`config.mk`:
```
export PLATFORM = sky130hd
export DESIGN_NAME = frv_trap_sequencer_flat
export DESIGN_NICKNAME = d
export VERILOG_FILES = /design/src/rtl/frv_trap_sequencer_if.sv /design/src/rtl/frv_trap_sequencer.sv /design/src/flat_wrapper.sv
export SDC_FILE = /design/constraint.sdc
export NUM_CORES = 1
export LEC_CHECK = 0
export CAP_MARGIN = 30
export CORE_AREA = 3 3 109 111
export DETAILED_ROUTE_END_ITERATION = 16
export DIE_AREA = 0 0 112 114
export DONT_BUFFER_PORTS = 1
export PLACE_DENSITY_LB_ADDON = 0.25
export SLEW_MARGIN = 20
export SYNTH_ARGS = -nofsm -noshare
export SYNTH_HDL_FRONTEND = slang
export SYNTH_SLANG_ARGS = --single-unit
export TNS_END_PERCENT = 100
```
`constraint.sdc`:
```
create_clock -name g_clk -period 6.6 [get_ports g_clk]
set_clock_uncertainty 0.15 [all_clocks]
set_input_delay 0.99 -clock g_clk [delete_from_list [all_inputs] [get_ports g_clk]]
set_output_delay 0.99 -clock g_clk [all_outputs]
set_load 0.1 [all_outputs]
```
`src/rtl/frv_trap_sequencer_if.sv`:
```
// Bundle for the frv_trap_sequencer: writeback trap, MRET and interrupt requests,
// CSR inputs, the CSR trap-update port, and the control-flow handshake to fetch.
// The master side drives requests and CSR values. The slave side is the sequencer.
interface frv_trap_sequencer_if;
  logic        exc_req;
  logic [5:0]  exc_cause;
  logic [31:0] exc_pc;
  logic [31:0] exc_mtval;
  logic        mret_req;
  logic        int_pend;
  logic        int_en;
  logic        int_pc_valid;
  logic [31:0] int_pc;
  logic [31:0] csr_mtvec;
  logic [31:0] csr_mepc;
  logic        busy;
  logic        exc_done;
  logic        trap_wen;
  logic        trap_int;
  logic [5:0]  trap_cause;
  logic [31:0] trap_pc;
  logic [31:0] trap_mtval;
  logic        mret_wen;
  logic        cf_req;
  logic [31:0] cf_target;
  logic        cf_ack;

  modport slave (
    input  exc_req, exc_cause, exc_pc, exc_mtval, mret_req,
    input  int_pend, int_en, int_pc_valid, int_pc,
    input  csr_mtvec, csr_mepc, cf_ack,
    output busy, exc_done, trap_wen, trap_int, trap_cause, trap_pc, trap_mtval,
    output mret_wen, cf_req, cf_target
  );

  modport master (
    output exc_req, exc_cause, exc_pc, exc_mtval, mret_req,
    output int_pend, int_en, int_pc_valid, int_pc,
    output csr_mtvec, csr_mepc, cf_ack,
    input  busy, exc_done, trap_wen, trap_int, trap_cause, trap_pc, trap_mtval,
    input  mret_wen, cf_req, cf_target
  );
endinterface

```
`src/rtl/frv_trap_sequencer.sv`:
```
// Trap sequencer: it arbitrates exceptions, MRET and interrupts in IDLE.
// A trap writes the CSR trap fields in UPD. An MRET restores MIE in MRET.
// CF then redirects fetch and holds the request until fetch acknowledges it.
// exc_done is decoded from cf_ack in the ack cycle.
// This lets the held exc_req/mret_req drop before the next IDLE arbitration.
module frv_trap_sequencer (
  input  logic                  g_clk,
  input  logic                  g_resetn,
  frv_trap_sequencer_if.slave   bus
);

  typedef enum logic [1:0] {
    ST_IDLE = 2'd0,
    ST_UPD  = 2'd1,
    ST_MRET = 2'd2,
    ST_CF   = 2'd3
  } state_t;

  state_t      state_q, state_d;
  logic [5:0]  cause_q, cause_d;
  logic [31:0] pc_q, pc_d;
  logic [31:0] mtval_q, mtval_d;
  logic        int_q, int_d;
  logic        done_q, done_d;      // operation reports exc_done on ack
  logic [31:0] target_q, target_d;

  logic [31:0] base_s;
  logic        vectored_s;
  logic        int_take_s;
  logic        unused_mepc_lsb_s;

  assign base_s            = {bus.csr_mtvec[31:2], 2'b00};
  assign vectored_s        = (bus.csr_mtvec[1:0] == 2'b01) && int_q;
  assign int_take_s        = bus.int_pend && bus.int_en && bus.int_pc_valid;
  assign unused_mepc_lsb_s = bus.csr_mepc[0];

  // Next-state and latched-field computation for the sequencer FSM
  always_comb begin
    state_d  = state_q;
    cause_d  = cause_q;
    pc_d     = pc_q;
    mtval_d  = mtval_q;
    int_d    = int_q;
    done_d   = done_q;
    target_d = target_q;
    case (state_q)
      ST_IDLE: begin
        if (bus.exc_req) begin
          cause_d = bus.exc_cause;
          pc_d    = bus.exc_pc;
          mtval_d = bus.exc_mtval;
          int_d   = 1'b0;
          done_d  = 1'b1;
          state_d = ST_UPD;
        end else if (bus.mret_req) begin
          done_d  = 1'b1;
          state_d = ST_MRET;
        end else if (int_take_s) begin
          cause_d = 6'd11;
          pc_d    = bus.int_pc;
          mtval_d = 32'd0;
          int_d   = 1'b1;
          done_d  = 1'b0;
          state_d = ST_UPD;
        end else begin
          state_d = ST_IDLE;
        end
      end
      ST_UPD: begin
        if (vectored_s) begin
          target_d = base_s + {24'd0, cause_q, 2'b00};
        end else begin
          target_d = base_s;
        end
        state_d = ST_CF;
      end
      ST_MRET: begin
        target_d = {bus.csr_mepc[31:1], 1'b0};
        state_d  = ST_CF;
      end
      ST_CF: begin
        if (bus.cf_ack) begin
          state_d = ST_IDLE;
        end else begin
          state_d = ST_CF;
        end
      end
      default: begin
        state_d = ST_IDLE;
      end
    endcase
  end

  // State and latched-field registers with synchronous active-low reset
  always_ff @(posedge g_clk) begin
    if (!g_resetn) begin
      state_q  <= ST_IDLE;
      cause_q  <= 6'd0;
      pc_q     <= 32'd0;
      mtval_q  <= 32'd0;
      int_q    <= 1'b0;
      done_q   <= 1'b0;
      target_q <= 32'd0;
    end else begin
      state_q  <= state_d;
      cause_q  <= cause_d;
      pc_q     <= pc_d;
      mtval_q  <= mtval_d;
      int_q    <= int_d;
      done_q   <= done_d;
      target_q <= target_d;
    end
  end

  assign bus.busy       = (state_q != ST_IDLE);
  assign bus.trap_wen   = (state_q == ST_UPD);
  assign bus.mret_wen   = (state_q == ST_MRET);
  assign bus.cf_req     = (state_q == ST_CF);
  assign bus.exc_done   = (state_q == ST_CF) && bus.cf_ack && done_q;
  assign bus.trap_int   = int_q;
  assign bus.trap_cause = cause_q;
  assign bus.trap_pc    = pc_q;
  assign bus.trap_mtval = mtval_q;
  assign bus.cf_target  = target_q;

endmodule

```
`src/flat_wrapper.sv`:
```
// flat-port wrapper written by rule: the top's interface ports become plain ports
module frv_trap_sequencer_flat 
  (g_clk, g_resetn, bus_exc_req, bus_exc_cause, bus_exc_pc, bus_exc_mtval, bus_mret_req, bus_int_pend, bus_int_en, bus_int_pc_valid, bus_int_pc, bus_csr_mtvec, bus_csr_mepc, bus_cf_ack, bus_busy, bus_exc_done, bus_trap_wen, bus_trap_int, bus_trap_cause, bus_trap_pc, bus_trap_mtval, bus_mret_wen, bus_cf_req, bus_cf_target);
  frv_trap_sequencer_if bus_i ();
  input  logic g_clk;
  input  logic g_resetn;
  input wire logic [$bits(bus_i.exc_req)-1:0] bus_exc_req;
  input wire logic [$bits(bus_i.exc_cause)-1:0] bus_exc_cause;
  input wire logic [$bits(bus_i.exc_pc)-1:0] bus_exc_pc;
  input wire logic [$bits(bus_i.exc_mtval)-1:0] bus_exc_mtval;
  input wire logic [$bits(bus_i.mret_req)-1:0] bus_mret_req;
  input wire logic [$bits(bus_i.int_pend)-1:0] bus_int_pend;
  input wire logic [$bits(bus_i.int_en)-1:0] bus_int_en;
  input wire logic [$bits(bus_i.int_pc_valid)-1:0] bus_int_pc_valid;
  input wire logic [$bits(bus_i.int_pc)-1:0] bus_int_pc;
  input wire logic [$bits(bus_i.csr_mtvec)-1:0] bus_csr_mtvec;
  input wire logic [$bits(bus_i.csr_mepc)-1:0] bus_csr_mepc;
  input wire logic [$bits(bus_i.cf_ack)-1:0] bus_cf_ack;
  output wire logic [$bits(bus_i.busy)-1:0] bus_busy;
  output wire logic [$bits(bus_i.exc_done)-1:0] bus_exc_done;
  output wire logic [$bits(bus_i.trap_wen)-1:0] bus_trap_wen;
  output wire logic [$bits(bus_i.trap_int)-1:0] bus_trap_int;
  output wire logic [$bits(bus_i.trap_cause)-1:0] bus_trap_cause;
  output wire logic [$bits(bus_i.trap_pc)-1:0] bus_trap_pc;
  output wire logic [$bits(bus_i.trap_mtval)-1:0] bus_trap_mtval;
  output wire logic [$bits(bus_i.mret_wen)-1:0] bus_mret_wen;
  output wire logic [$bits(bus_i.cf_req)-1:0] bus_cf_req;
  output wire logic [$bits(bus_i.cf_target)-1:0] bus_cf_target;
  assign bus_i.exc_req = bus_exc_req;
  assign bus_i.exc_cause = bus_exc_cause;
  assign bus_i.exc_pc = bus_exc_pc;
  assign bus_i.exc_mtval = bus_exc_mtval;
  assign bus_i.mret_req = bus_mret_req;
  assign bus_i.int_pend = bus_int_pend;
  assign bus_i.int_en = bus_int_en;
  assign bus_i.int_pc_valid = bus_int_pc_valid;
  assign bus_i.int_pc = bus_int_pc;
  assign bus_i.csr_mtvec = bus_csr_mtvec;
  assign bus_i.csr_mepc = bus_csr_mepc;
  assign bus_i.cf_ack = bus_cf_ack;
  assign bus_busy = bus_i.busy;
  assign bus_exc_done = bus_i.exc_done;
  assign bus_trap_wen = bus_i.trap_wen;
  assign bus_trap_int = bus_i.trap_int;
  assign bus_trap_cause = bus_i.trap_cause;
  assign bus_trap_pc = bus_i.trap_pc;
  assign bus_trap_mtval = bus_i.trap_mtval;
  assign bus_mret_wen = bus_i.mret_wen;
  assign bus_cf_req = bus_i.cf_req;
  assign bus_cf_target = bus_i.cf_target;
  frv_trap_sequencer u_core (.g_clk(g_clk), .g_resetn(g_resetn), .bus(bus_i));
endmodule
```
Word-level counts from Yosys, hierarchy flattened
Cells that the tools add are included.
- flip-flop bits (word level): 106
- output and inout bits: 108
- $add $sub $neg: 1
- equal/unequal tests: 5
- mux-type cells: 22
- reductions and logical operators: 13
- operators with widths (operator ; number):
    two-way mux 32 bit ; 7
    one-hot mux 32 bit (2 select lines) ; 1
    adder 32 x 8 -> 32 bit ; 1
    two-way mux 6 bit ; 3
    two-way mux 1 bit ; 7
    two-way mux 2 bit ; 3
    one-hot mux 2 bit (3 select lines) ; 1
    nonzero test 2 bit ; 3
    logical AND 1 bit ; 5
    == test 2 x 1 -> 1 bit, second input constant ; 2
    == test 2 bit, second input constant ; 2
    AND reduction 3 bit ; 1
    nonzero test 3 bit ; 1
    logical NOT 2 bit ; 1
    inequality test 2 bit, second input constant ; 1
    AND reduction 2 bit ; 1
    OR reduction 2 bit ; 1

Depth between registers and ports, before layout
- depth after elaboration: 6
- depth in mapped cells: 9

Worst setup path after synthesis
No wires, ideal clock.
- kind: register to output
- start: register u_core.state_q[0]
- end: output port bus_exc_done
- arrival: 2.080 ns
- required time: 5.460 ns
- path slack: 3.380 ns
- stages on the path, launching flop included: 3
- cells stage by stage: dfxtp_1 -> ha_1 -> and3_1
- cells in the longest elaborated chain, start to end: 3
- ends and longest elaborated chain (what ; line ; source):
    from (decl) ; frv_trap_sequencer.sv:19 ; state_t state_q, state_d;
    from (signal assigned) ; frv_trap_sequencer.sv:105 ; state_q <= state_d;
    == test 2 bit ; - ;
    net bus_cf_req ; flat_wrapper.sv:27 ; output wire logic [$bits(bus_i.cf_req)-1:0] bus_cf_req;
    logical AND 1 bit (2 in series) ; frv_trap_sequencer.sv:119 ; assign bus.exc_done = (state_q == ST_CF) && bus.cf_ack && done_q;
    to (decl) ; flat_wrapper.sv:20 ; output wire logic [$bits(bus_i.exc_done)-1:0] bus_exc_done;
The timed path passes the listed nets, and every way through them passes these cells.

Final worst setup path
- start: register u_core.state_q[1]
- end: output port bus_exc_done
The elaborated chain is that of the path after synthesis.

==> flow_metrics.tcl <==
set metrics [dict create \
    status "completed" \
    cts_made_buffers 9 \
    die_height_um 114 \
    p_int_mw 1.057 \
    area_delta_synth_final_pct 10.64 \
    dp_hpwl_mm 10.75 \
    fin_setup_tns_ns 0 \
    vias 4304 \
    boundaryPins 282 \
    syn_area_per_cell_um2 9.203 \
    ir_drop_mv 0.2138 \
    hold_violations 0 \
    synth_nets 751 \
    slew_headroom 0.3097 \
    nFillCells 988 \
    cts_setup_buffers 0 \
    vias_per_cell 6.131 \
    chipWidth_um 112 \
    clk_latency_ns 0.38 \
    path_clk_slew_ns 0.11 \
    wl_per_cell_um 20.67 \
    antenna_found_initial 0 \
    initial_utilization 0.4784 \
    setup_viol 0 \
    p_sw_mw 1.052 \
    grt_pass1_vias 4185 \
    worst_pin_slew_ns 1.034 \
    first_iter_violations 247 \
    share_comb_of_total_power 0.186 \
    powerDensity_nw_per_um2 365.8 \
    swShare 0.4988 \
    grt_max_degree 112 \
    drive_above_1_share 0.08007 \
    fmax_mhz 307.4 \
    path_class "reg -> out" \
    slowest_stage "and3_1" \
    dr.pass1.iters 5 \
    core-area_um2 10890 \
    synth_area_leader_cell "dfxtp_1" \
    cpPeakStageDelay_ns 0.80 \
    async_reset_ff_frac 0 \
    rsz0062_at_grt "false" \
    clockBufferDepth 2 \
    gp_congestion 0.8525 \
    period_minus_slack_ns 3.253 \
    drc 0 \
    leakagePower_nw 2.519 \
    cts_tree "yes" \
    wirelength_mm 14.51 \
    portBuffers 0 \
    nNetsFinal 742 \
    synth_edf_count 0 \
    worstSetupStartpointType "register" \
    clkPwrFrac 0.201 \
    num_rows 38 \
    grt.total_usage 0.2134 \
    drtAntennaViolNets 0 \
    die_area_um2 12770 \
    syn_area_um2 5209 \
    overflow 0 \
    synth_cells 566 \
    cap_violations 0 \
    synthTopCellsByArea "dfxtp_1, mux2i_1, o211a_1" \
    synth_seq_cells 105 \
    synthFlopType "dfxtp_1" \
    stdcell_area_um2 5763 \
    place_area_um2 5408 \
    h-tree-depth 3 \
    synth.top_cells.by_count "dfxtp_1, nand2_1, nor2b_1" \
    cp.arrival_ns 2.11 \
    yosysTopAreaCellShare 0.4036 \
    path_max_fanout 3 \
    cp-end-kind "primary output" \
    cts-root-buf "clkbuf_8" \
    cts.sinks 105 \
    ys_types 53 \
    period_share 0.4929 \
    yosysSeqAreaShare 0.4036 \
    path_cells "ha_1 -> buf_16 -> clkbuf_1 -> and3_1" \
    ys_warn_count 0 \
    grt_pass1_wl_mm 21.80 \
    antenna_cells 0 \
    worstHoldPathType "reg -> reg" \
    slew_viol_final 0 \
    cts_resized 0 \
    cts_hold_buf 0 \
    power_frac_seq 0.613 \
    synth_most_common_cell "dfxtp_1" \
    cp_data_required_time_ns 5.46 \
]
metal layers:
metal	share of wire	up-vias	global-route usage	wire, um
met5	0	-	0	0
met3	0.097	20	0.07109	1410
met2	0.51	204	0.3749	7345
met4	0.022	0	0.08814	323
met1	0.37	2038	0.2381	5432
li1	-	2042	-	-
registers in the layout (all words and copies together) (netlist names):
signal,count
u_core.bus.trap_cause,6
u_core.done_q,1
u_core.bus.cf_target,31
u_core.bus.trap_int,1
u_core.state_q,2
u_core.bus.trap_pc,32
u_core.bus.trap_mtval,32
power by group through the flow:
stage / clock network, mW / logic, mW / registers [mW]
finish: 0.423 / 0.392 / 1.29
global route: 0.457 / 0.429 / 1.30
CTS: 0.437 / 0.365 / 1.31
detailed placement: 0 / 0.364 / 1.32
global placement: 0 / 0.310 / 1.34
floorplan: 0 / 0.278 / 1.32
final timing paths:
path | start | endpoint | slack [ns] | cells past startpoint
setup / recovery | u_core.state_q[1]$_SDFF_PN0_ | bus_exc_done | 3.35 | 4
hold / removal | u_core.done_q$_SDFFE_PN0P_ | u_core.done_q$_SDFFE_PN0P_ | 0.37 | 2
setup reg to reg | u_core.state_q[0]$_SDFF_PN0_ | u_core.bus.cf_target[28]$_SDFFE_PN0P_ | 4.04 | 7
hold reg to reg | u_core.done_q$_SDFFE_PN0P_ | u_core.done_q$_SDFFE_PN0P_ | 0.37 | 2
critical path, delay by kind of cell (launching register included):
kind	cells	cell delay, ns
adder cells (fa/ha/maj)	1	0.26
AND/OR/NAND/NOR	1	0.80
flip-flops	1	0.37
buffers and inverters	2	0.30
logic make-up after synthesis:
| group | Yosys count | share of synthesized area |
|---|---|---|
| AOI/OAI and AO/OA | 156 | 0.2308 |
| xor gates and xnor gates | 21 | 0.03531 |
| adders and majority gates | 11 | 0.02786 |
| buffers and inverters | 54 | 0.04444 |
| DFF | 105 | 0.4036 |
| muxes | 39 | 0.07495 |
| other | 1 | 0.0007199 |
| and+or+nand+nor | 179 | 0.1823 |
cell usage in the layout (no fill, tap or decap), drive strengths merged, types with 15 or more instances in the layout:
| cell | n |
|---|---|
| buf | 22 |
| xor2 | 19 |
| mux2i | 39 |
| nand4 | 15 |
| dfxtp | 105 |
| o21ai | 25 |
| o211a | 33 |
| a21oi | 16 |
| nor2b | 42 |
| nand2 | 68 |
| a22oi | 36 |
| a22o | 17 |
through the flow:
stage | cells | setup slack (ns) | power, mW | hold slack, ns | util
CTS | 693 | 2.863 | 2.110 | 0.3869 | 0.5160
floorplan | 566 | 3.380 | 1.595 | 0.2865 | -
finish | 702 | 3.347 | 2.108 | 0.3706 | 0.5293
detailed placement | 677 | 3.302 | 1.685 | 0.3721 | 0.4967
global placement | 667 | 3.322 | 1.652 | 0.3441 | 0.4823
global route | 702 | 3.271 | 2.187 | 0.4036 | 0.5293
area by class of cell:
cell class	instances	area, um^2	area share
Clock buffer	9	123.9	0.02149
Clock inverter	7	86.33	0.01498
Inverter	8	30.03	0.005211
Multi-Input combinational cell	407	2892	0.5017
Sequential cell	105	2102	0.3647
Tap cell	140	175.2	0.03040
Timing Repair Buffer	26	354.1	0.06144
Note: power is estimated with default switching activity, not from simulation.
